===== src/rtl/count_scheduler_if.sv =====
// -----------------------------------------------------------------------------
// count_scheduler_if
// Purpose : Bundles the two-requester handshake and the shared-counter status
//           of count_scheduler into one interface.
// Signals :
//   req0/req1   requester asks for a counting run (held until its gnt is seen)
//   len0/len1   terminal count for that requester, sampled in the grant cycle
//   gnt0/gnt1   requester owns the counter (RUN and DONE)
//   busy        scheduler is not idle
//   counter     shared up-counter value
//   done        one-cycle pulse on run completion
//   done_id     owner index of the completed run (held between pulses)
// Modports:
//   master  requester side (drives req/len, observes the rest)
//   slave   scheduler side (observes req/len, drives the rest)
// -----------------------------------------------------------------------------
interface count_scheduler_if #(
    parameter int WIDTH = 8
);
    logic             req0;
    logic [WIDTH-1:0] len0;
    logic             req1;
    logic [WIDTH-1:0] len1;
    logic             gnt0;
    logic             gnt1;
    logic             busy;
    logic [WIDTH-1:0] counter;
    logic             done;
    logic             done_id;

    modport master (
        output req0, len0, req1, len1,
        input  gnt0, gnt1, busy, counter, done, done_id
    );

    modport slave (
        input  req0, len0, req1, len1,
        output gnt0, gnt1, busy, counter, done, done_id
    );
endinterface


===== src/rtl/count_scheduler.sv =====
// -----------------------------------------------------------------------------
// count_scheduler
// Purpose : Arbitrates a single shared up-counter between two requesters.
//           A granted requester gets one run in which the counter steps
//           0..len; completion is flagged by a one-cycle done pulse carrying
//           the owner index. At least one idle cycle separates runs.
// Ports   :
//   clk    single clock, all state updates on its rising edge
//   rst_n  synchronous active-low reset
//   bus    count_scheduler_if.slave (req/len in, gnt/busy/counter/done out)
// Config  :
//   ROUND_ROBIN_EN  when defined, simultaneous requests alternate using a
//                   last_served flag; otherwise requester 0 has fixed priority.
// -----------------------------------------------------------------------------
module count_scheduler #(
    parameter int WIDTH = 8
) (
    input  logic                   clk,
    input  logic                   rst_n,
    count_scheduler_if.slave       bus
);

    typedef enum logic [1:0] {
        IDLE = 2'd0,
        RUN  = 2'd1,
        DONE = 2'd2
    } state_t;

    state_t           state_q;
    logic [WIDTH-1:0] counter_q;
    logic [WIDTH-1:0] target_q;
    logic             gnt0_q;
    logic             gnt1_q;
    logic             busy_q;
    logic             done_q;
    logic             done_id_q;

    // Arbitration result for the current IDLE cycle.
    logic             owner_d;
    logic [WIDTH-1:0] target_d;

`ifdef ROUND_ROBIN_EN
    // Index of the requester that received the most recent grant.
    logic             last_served_q;
`endif

    always_comb begin
        owner_d  = 1'b0;
`ifdef ROUND_ROBIN_EN
        if (bus.req0 && bus.req1) begin
            owner_d = ~last_served_q;
        end else begin
            owner_d = bus.req1;
        end
`else
        // Requester 0 wins whenever it asks.
        owner_d = ~bus.req0;
`endif
        target_d = owner_d ? bus.len1 : bus.len0;
    end

    always_ff @(posedge clk) begin
        if (!rst_n) begin
            state_q       <= IDLE;
            counter_q     <= '0;
            target_q      <= '0;
            gnt0_q        <= 1'b0;
            gnt1_q        <= 1'b0;
            busy_q        <= 1'b0;
            done_q        <= 1'b0;
            done_id_q     <= 1'b0;
`ifdef ROUND_ROBIN_EN
            last_served_q <= 1'b1;
`endif
        end else begin
            case (state_q)
                IDLE: begin
                    done_q <= 1'b0;
                    if (bus.req0 || bus.req1) begin
                        state_q       <= RUN;
                        target_q      <= target_d;
                        counter_q     <= '0;
                        gnt0_q        <= ~owner_d;
                        gnt1_q        <= owner_d;
                        busy_q        <= 1'b1;
`ifdef ROUND_ROBIN_EN
                        last_served_q <= owner_d;
`endif
                    end
                end

                RUN: begin
                    // The compare happens before the increment, so the
                    // counter stops at target and can never wrap.
                    if (counter_q == target_q) begin
                        state_q   <= DONE;
                        done_q    <= 1'b1;
                        done_id_q <= gnt1_q;
                    end else begin
                        counter_q <= counter_q + {{(WIDTH-1){1'b0}}, 1'b1};
                    end
                end

                DONE: begin
                    // No grant from here: the next run always starts in IDLE.
                    state_q <= IDLE;
                    done_q  <= 1'b0;
                    gnt0_q  <= 1'b0;
                    gnt1_q  <= 1'b0;
                    busy_q  <= 1'b0;
                end

                default: begin
                    state_q <= IDLE;
                    done_q  <= 1'b0;
                    gnt0_q  <= 1'b0;
                    gnt1_q  <= 1'b0;
                    busy_q  <= 1'b0;
                end
            endcase
        end
    end

    assign bus.gnt0    = gnt0_q;
    assign bus.gnt1    = gnt1_q;
    assign bus.busy    = busy_q;
    assign bus.counter = counter_q;
    assign bus.done    = done_q;
    assign bus.done_id = done_id_q;

endmodule


===== src/flat_wrapper.sv =====
// flat-port wrapper written by rule: the top's interface ports become plain ports
module count_scheduler_flat 
#(
    parameter int WIDTH = 8
)
  (clk, rst_n, bus_req0, bus_len0, bus_req1, bus_len1, bus_gnt0, bus_gnt1, bus_busy, bus_counter, bus_done, bus_done_id);
  count_scheduler_if #(.WIDTH(WIDTH)) bus_i ();
  input  logic clk;
  input  logic rst_n;
  input wire logic [$bits(bus_i.req0)-1:0] bus_req0;
  input wire logic [$bits(bus_i.len0)-1:0] bus_len0;
  input wire logic [$bits(bus_i.req1)-1:0] bus_req1;
  input wire logic [$bits(bus_i.len1)-1:0] bus_len1;
  output wire logic [$bits(bus_i.gnt0)-1:0] bus_gnt0;
  output wire logic [$bits(bus_i.gnt1)-1:0] bus_gnt1;
  output wire logic [$bits(bus_i.busy)-1:0] bus_busy;
  output wire logic [$bits(bus_i.counter)-1:0] bus_counter;
  output wire logic [$bits(bus_i.done)-1:0] bus_done;
  output wire logic [$bits(bus_i.done_id)-1:0] bus_done_id;
  assign bus_i.req0 = bus_req0;
  assign bus_i.len0 = bus_len0;
  assign bus_i.req1 = bus_req1;
  assign bus_i.len1 = bus_len1;
  assign bus_gnt0 = bus_i.gnt0;
  assign bus_gnt1 = bus_i.gnt1;
  assign bus_busy = bus_i.busy;
  assign bus_counter = bus_i.counter;
  assign bus_done = bus_i.done;
  assign bus_done_id = bus_i.done_id;
  count_scheduler #(.WIDTH(WIDTH)) u_core (.clk(clk), .rst_n(rst_n), .bus(bus_i));
endmodule

===== config.mk =====
export PLATFORM = sky130hd
export DESIGN_NAME = count_scheduler_flat
export DESIGN_NICKNAME = d
export VERILOG_FILES = /design/src/rtl/count_scheduler_if.sv /design/src/rtl/count_scheduler.sv /design/src/flat_wrapper.sv
export SDC_FILE = /design/constraint.sdc
export NUM_CORES = 1
export LEC_CHECK = 0
export CORE_MARGIN = 3
export CORE_UTILIZATION = 45
export CTS_BUF_LIST = sky130_fd_sc_hd__clkbuf_4
export CTS_CLUSTER_DIAMETER = 50
export CTS_CLUSTER_SIZE = 30
export DETAILED_ROUTE_END_ITERATION = 8
export PLACE_DENSITY = 0.78
export SYNTH_ARGS = -nofsm -noshare
export SYNTH_HDL_FRONTEND = slang
export SYNTH_SLANG_ARGS = --single-unit

===== constraint.sdc =====
create_clock -name clk -period 1.37 [get_ports clk]
set_clock_uncertainty 0.05 [all_clocks]
set_input_delay 0.137 -clock clk [delete_from_list [all_inputs] [get_ports clk]]
set_output_delay 0.137 -clock clk [all_outputs]
set_load 0.02 [all_outputs]

=== Yosys cells after proc, flatten, opt, wreduce, memory -nomap -nowiden ===
Index checks and enable logic that the tools add are counted.
Widths: inputs -> output; s select.

* Logic and storage cells: 38
* Output and inout bits: 13
* Flip-flop bits (word level): 23

* Reduce and logical (&&, ||, !) cells: 9
* Add/subtract/negate cells: 1
* Bitwise operators: 2
* Muxes and demuxes: 13
* Equality and inequality tests: 5

{| class="wikitable"
|+ Operator list
! kind !! number
|-
| $mux 8 || 3
|-
| $pmux 8 s2 || 1
|-
| $reduce_and 2->1 || 5
|-
| $add 8x1->8 const B || 1
|-
| $eq 8x8->1 || 1
|-
| $pmux 1 s2 || 3
|-
| $mux 2 || 2
|-
| $ne 2x1->1 const B || 2
|-
| $pmux 2 s2 || 1
|-
| $mux 1 || 3
|-
| $reduce_and 3->1 || 1
|-
| $eq 2x1->1 const B || 1
|-
| $logic_not 2->1 || 1
|-
| $ne 2x2->1 const B || 1
|-
| $not 1->1 || 2
|-
| $reduce_bool 2->1 || 1
|-
| $logic_or 1x1->1 || 1
|}

=== Logic depth before layout (Yosys ltp) ===
Gate-level depths: netlist of run 1.

* Depth in word-level cells: 3
* Gate-level depth with buffers: 6
* Gate-level depth less buffers: 5

=== Least setup slack after synthesis of run 1 ===
OpenSTA, ideal clock, no wires.

* Path type: register to register
* From: reg u_core.counter_q[0] (netlist: u_core.bus.counter[0])
* To: reg u_core.counter_q[3] (netlist: u_core.bus.counter[3])
* Required time: 1.227 ns
* Arrival: 1.483 ns
* Library setup time: 0.093 ns
* Buffers on the path: 1
* Setup slack: -0.256 ns
* Cell stages (with the launch flop): 6
* Cells stage by stage: dfxtp_1 > xnor2_1 > nand4_1 > or2_1 > buf_6 > o311ai_2

* Cells in the longest elaborated chain, start to end: 3
* Elaborated cells between the ends (all ways): 6

{| class="wikitable"
|+ RTL lines
! item !! line !! text
|-
| start, declared || count_scheduler.sv:30 || <nowiki>logic [WIDTH-1:0] counter_q;</nowiki>
|-
| start signal, assigned || count_scheduler.sv:100 || <nowiki>counter_q <= counter_q + {{(WIDTH-1){1'b0}}, 1'b1};</nowiki>
|-
| $add 8x1->8 / $eq 8x8->1 (equally long branches) || count_scheduler.sv:100, count_scheduler.sv:95 ||
|-
| $mux 8 / $ne 2x2->1 (equally long branches) || -- ||
|-
| $pmux 8 s2 / $reduce_and 3->1 (equally long branches) || -- ||
|}

Several ways; a longest one is shown, not always the timed one. The select of a mux whose other input is x is not followed.
A chain may end at the register's enable or synchronous reset.

=== Worst setup path after layout of run 1 ===
* From: reg u_core.target_q[3]
* To: reg u_core.counter_q[2] (netlist: u_core.bus.counter[2])

* Cells in the longest elaborated chain, start to end: 3

{| class="wikitable"
|+ RTL lines
! item !! line !! text
|-
| start, declared || count_scheduler.sv:31 || <nowiki>logic [WIDTH-1:0] target_q;</nowiki>
|-
| start signal, assigned || count_scheduler.sv:81 || <nowiki>target_q <= target_d;</nowiki>
|-
| $eq 8x8->1 || count_scheduler.sv:95 || <nowiki>if (counter_q == target_q) begin</nowiki>
|-
| $ne 2x2->1 (no source line) || -- ||
|-
| $reduce_and 3->1 (no source line) || -- ||
|}

Every way passes these cells.

==> metrics.csv, run 1 <==
stage;metric;value;unit
run_status;status;complete, but fails checks;
run_status;violations;negative setup slack;
timing;fin_crit_sh;110.1;%
routing;drc_errors;0;
synthesis;synth_cells;141;
power;p_int;1.143;mW
synthesis;ys_top_cells_by_area;dfxtp_1, mux2i_1, o211a_1;
power;clkPwrFrac;19.1;%
worst_setup_path;required;1540;ps
die;die_h;59.20;um
synthesis;syn-num-nets;162;
clocking;cts_tree;done;
power;switching_share;33.03;%
worst_hold_path;hold_depth;3;
synthesis;netlist-cell-type-count;33;
worst_setup_path;path_max_fanout;6;
routing;wl_per_cell;15.27;um
job;drv_cap;0;
clocking;root_buffer;clkbuf_4;
routing;dr.pass1.iters;4;
synthesis;synth_edf_count;0;
die;dieArea;0.003505;mm^2
power;p_leak;0.9112;nW
routing;vias;1269;
clocking;cts_buffers;3;
power;p_per_area;877.5;mW/mm^2
worst_setup_path;endpoint_kind;flop;
synthesis;synth_common_cells;dfxtp_1, nand2_1, mux2i_1;
final_layout;stdcell_count;226;
grt;grt_pass1_vias;1176;
synthesis;yosysMostFrequentCell;dfxtp_1;
worst_setup_path;worst-r2r-setup-slack;-140;ps
routing;wl;3451;um
timing;drv_slew;0;
die;row_count;18;
grt;antenna_found_initial;0;
final_layout;postLayoutCoreUtil;75.07;%
worst_hold_path;hold_class;in -> reg;
timing;relSlewSlack;79.33;%
routing;via_per_inst;5.615;
placed_design;hpwl;2369;um
synthesis;ys.flop_type;dfxtp_1;
synthesis;synth-seq-cells;23;
power;power.switching;563.6;uW
clocking;cts_max_path_buffers;2;
synthesis;seq_area_frac_synth;36.15;%
placed_design;port_buffers;32;
power;p_seq_share;45.6;%
synthesis;netlist_area;0.001274;mm^2
clocking;ctsHtreeMaxLevel;1;
final_layout;area_growth;52.65;%
synthesis;synth-async-reset-ratio;0;%
worst_setup_path;start_kind;flop;
worst_setup_path;path_class;reg -> reg;
routing;ant_nets;0;
worst_setup_path;ff2ff_path_depth;4;
grt;grtUsageTotal;19.82;%
worst_setup_path;worst_ep_arrival_time;1680;ps
final_layout;drive_gt1_share;34.18;%
clocking;holdBufCountCts;0;
clocking;insertion_delay;330;ps
grt;grt_max_degree;20;
power;irDropWorstVdd;0.0007457;V
synthesis;yosysTopAreaCell;dfxtp_1;
power;combinationalPowerShare;35.3;%
timing;period_minus_slack;1509;ps
final_layout;n_antenna_cell;0;
timing;worst_pin_slew;310.1;ps
placed_design;place_ws;-151.1;ps
timing;tns;-830.4;ps
timing;setup_ws;-138.6;ps
placed_design;gp_congestion;0.8147;
grt;overflow;0;
synthesis;yosys_warnings;0;
grt;grt_pass1_wl;5313;um
power;finalPower;1.706;mW
routing;drt_iter0_drc;34;
die;dieWidth;59.20;um
timing;finalHoldViolations;0;
clocking;clk_pin_slew;140;ps
timing;fmax;662.9;MHz
die;pin_count;33;
synthesis;synth_top_area_share;36.15;%
final_layout;final_nets;218;
die;core;0.002590;mm^2
synthesis;syn_avg_cell_area;9.033;um^2
timing;rsz0062_at_grt;true;
timing;setup_violations;10;
die;initial_core_util;49.18;%
placed_design;place_inst;215;
clocking;clock_sinks;23;
## sequential cells by signal, indices dropped and copies added, names as in the netlist
signal              flops
u_core.bus.counter      8
u_core.target_q         8
u_core.state_q          2
u_core.bus.busy         1
u_core.bus.done         1
u_core.bus.done_id      1
u_core.bus.gnt0         1
u_core.bus.gnt1         1
## layer usage
layer / routed length (um) / vias up / GRT usage (%)
met3: 171 / 8 / 3.486
met2: 1623 / 43 / 31.05
met5: 0 / - / 0
met4: 73 / 0 / 5.825
li1: - / 623 / -
met1: 1582 / 595 / 27.73
## through the flow
| step | hold slack (ps) | instance area (um^2) |
|---|---|---|
| after global routing | 447.2 | 1944 |
| after detailed placement | 402.0 | 1783 |
| after CTS | 404.1 | 1869 |
| final | 407.5 | 1944 |
| after floorplan | 267.1 | 1299 |
| after global placement | 395.1 | 1783 |
## final cells by class
class / count / area (um^2)
clock inverters: 1 / 5.005
repair buffers: 59 / 509.2
multi-input cells: 107 / 868.3
fillers: 177 / 645.6
inverters: 3 / 11.26
flip-flops and latches: 23 / 490.5
well taps: 30 / 37.54
clock buffers: 3 / 22.52
## worst max-delay path, stage by stage (launching register included)
cell and delay [ps]:
dfxtp_1 420, xnor2_2 120, nand4_1 200, or2_4 360
o211ai_1 240
## cell families after synthesis
logic type      synth area share [%]
compound gates                 19.75
xor+xnor                       5.501
fa+ha+maj                     0.9822
buf+inv                        4.322
flops                          36.15
mux                            10.22
simple gates                   23.08
## power groups by stage
stage                     registers, mW  clock network [mW]  logic, mW
after global routing              0.786               0.361      0.650
after global placement            0.775                   0      0.467
after floorplan                   0.786                   0      0.248
after CTS                         0.772               0.335      0.520
after detailed placement          0.779                   0      0.477
final                             0.778               0.326      0.603
## repair_timing
item,4_1_cts,5_1_grt
gates cloned,1,0
gates resized for setup,29,17
setup endpoints to repair,25,16
pin swaps,5,6
buffers inserted,2,4
## final timing paths
check | from | end
worst min-delay path | bus_req1 | u_core.bus.gnt1
worst max-delay path | u_core.target_q[3] | u_core.bus.counter[2]
worst max register to register | u_core.target_q[3] | u_core.bus.counter[2]
worst min register to register | u_core.bus.done_id | u_core.bus.done_id
## placed cells by master (no fill, tap or decap), types with 2 or more instances in the layout
cell type and n:
and4b_2 2, dlygate4sd2_1 9, clkbuf_2 3, inv_1 3, a21oi_1 4, clkdlybuf4s50_1 19, dfxtp_4 6, nand4_1 3
o211a_1 8, and3_2 2, clkbuf_4 3, mux2i_1 13, and4_1 2, nand2_1 15, dfxtp_2 6, nor3_1 3
xnor2_2 8, o311ai_2 2, nor2b_1 2, o21ai_0 3, nor2_1 6, o21ai_2 2, dfxtp_1 11, nand2b_1 8
nand3_1 6, buf_4 26, o21ai_1 3
Note: power is estimated with default switching activity, not from simulation.
==> run 2, diff against run 1 <==
--- a/config.mk
+++ b/config.mk
@@ -12,6 +12,7 @@
 export CTS_CLUSTER_SIZE = 30
 export DETAILED_ROUTE_END_ITERATION = 8
 export PLACE_DENSITY = 0.78
+export SLEW_MARGIN = 5
 export SYNTH_ARGS = -nofsm -noshare
 export SYNTH_HDL_FRONTEND = slang
 export SYNTH_SLANG_ARGS = --single-unit
==> results of run 2 <==
The final DEF is identical to that of run 1; final timing and power are the same.
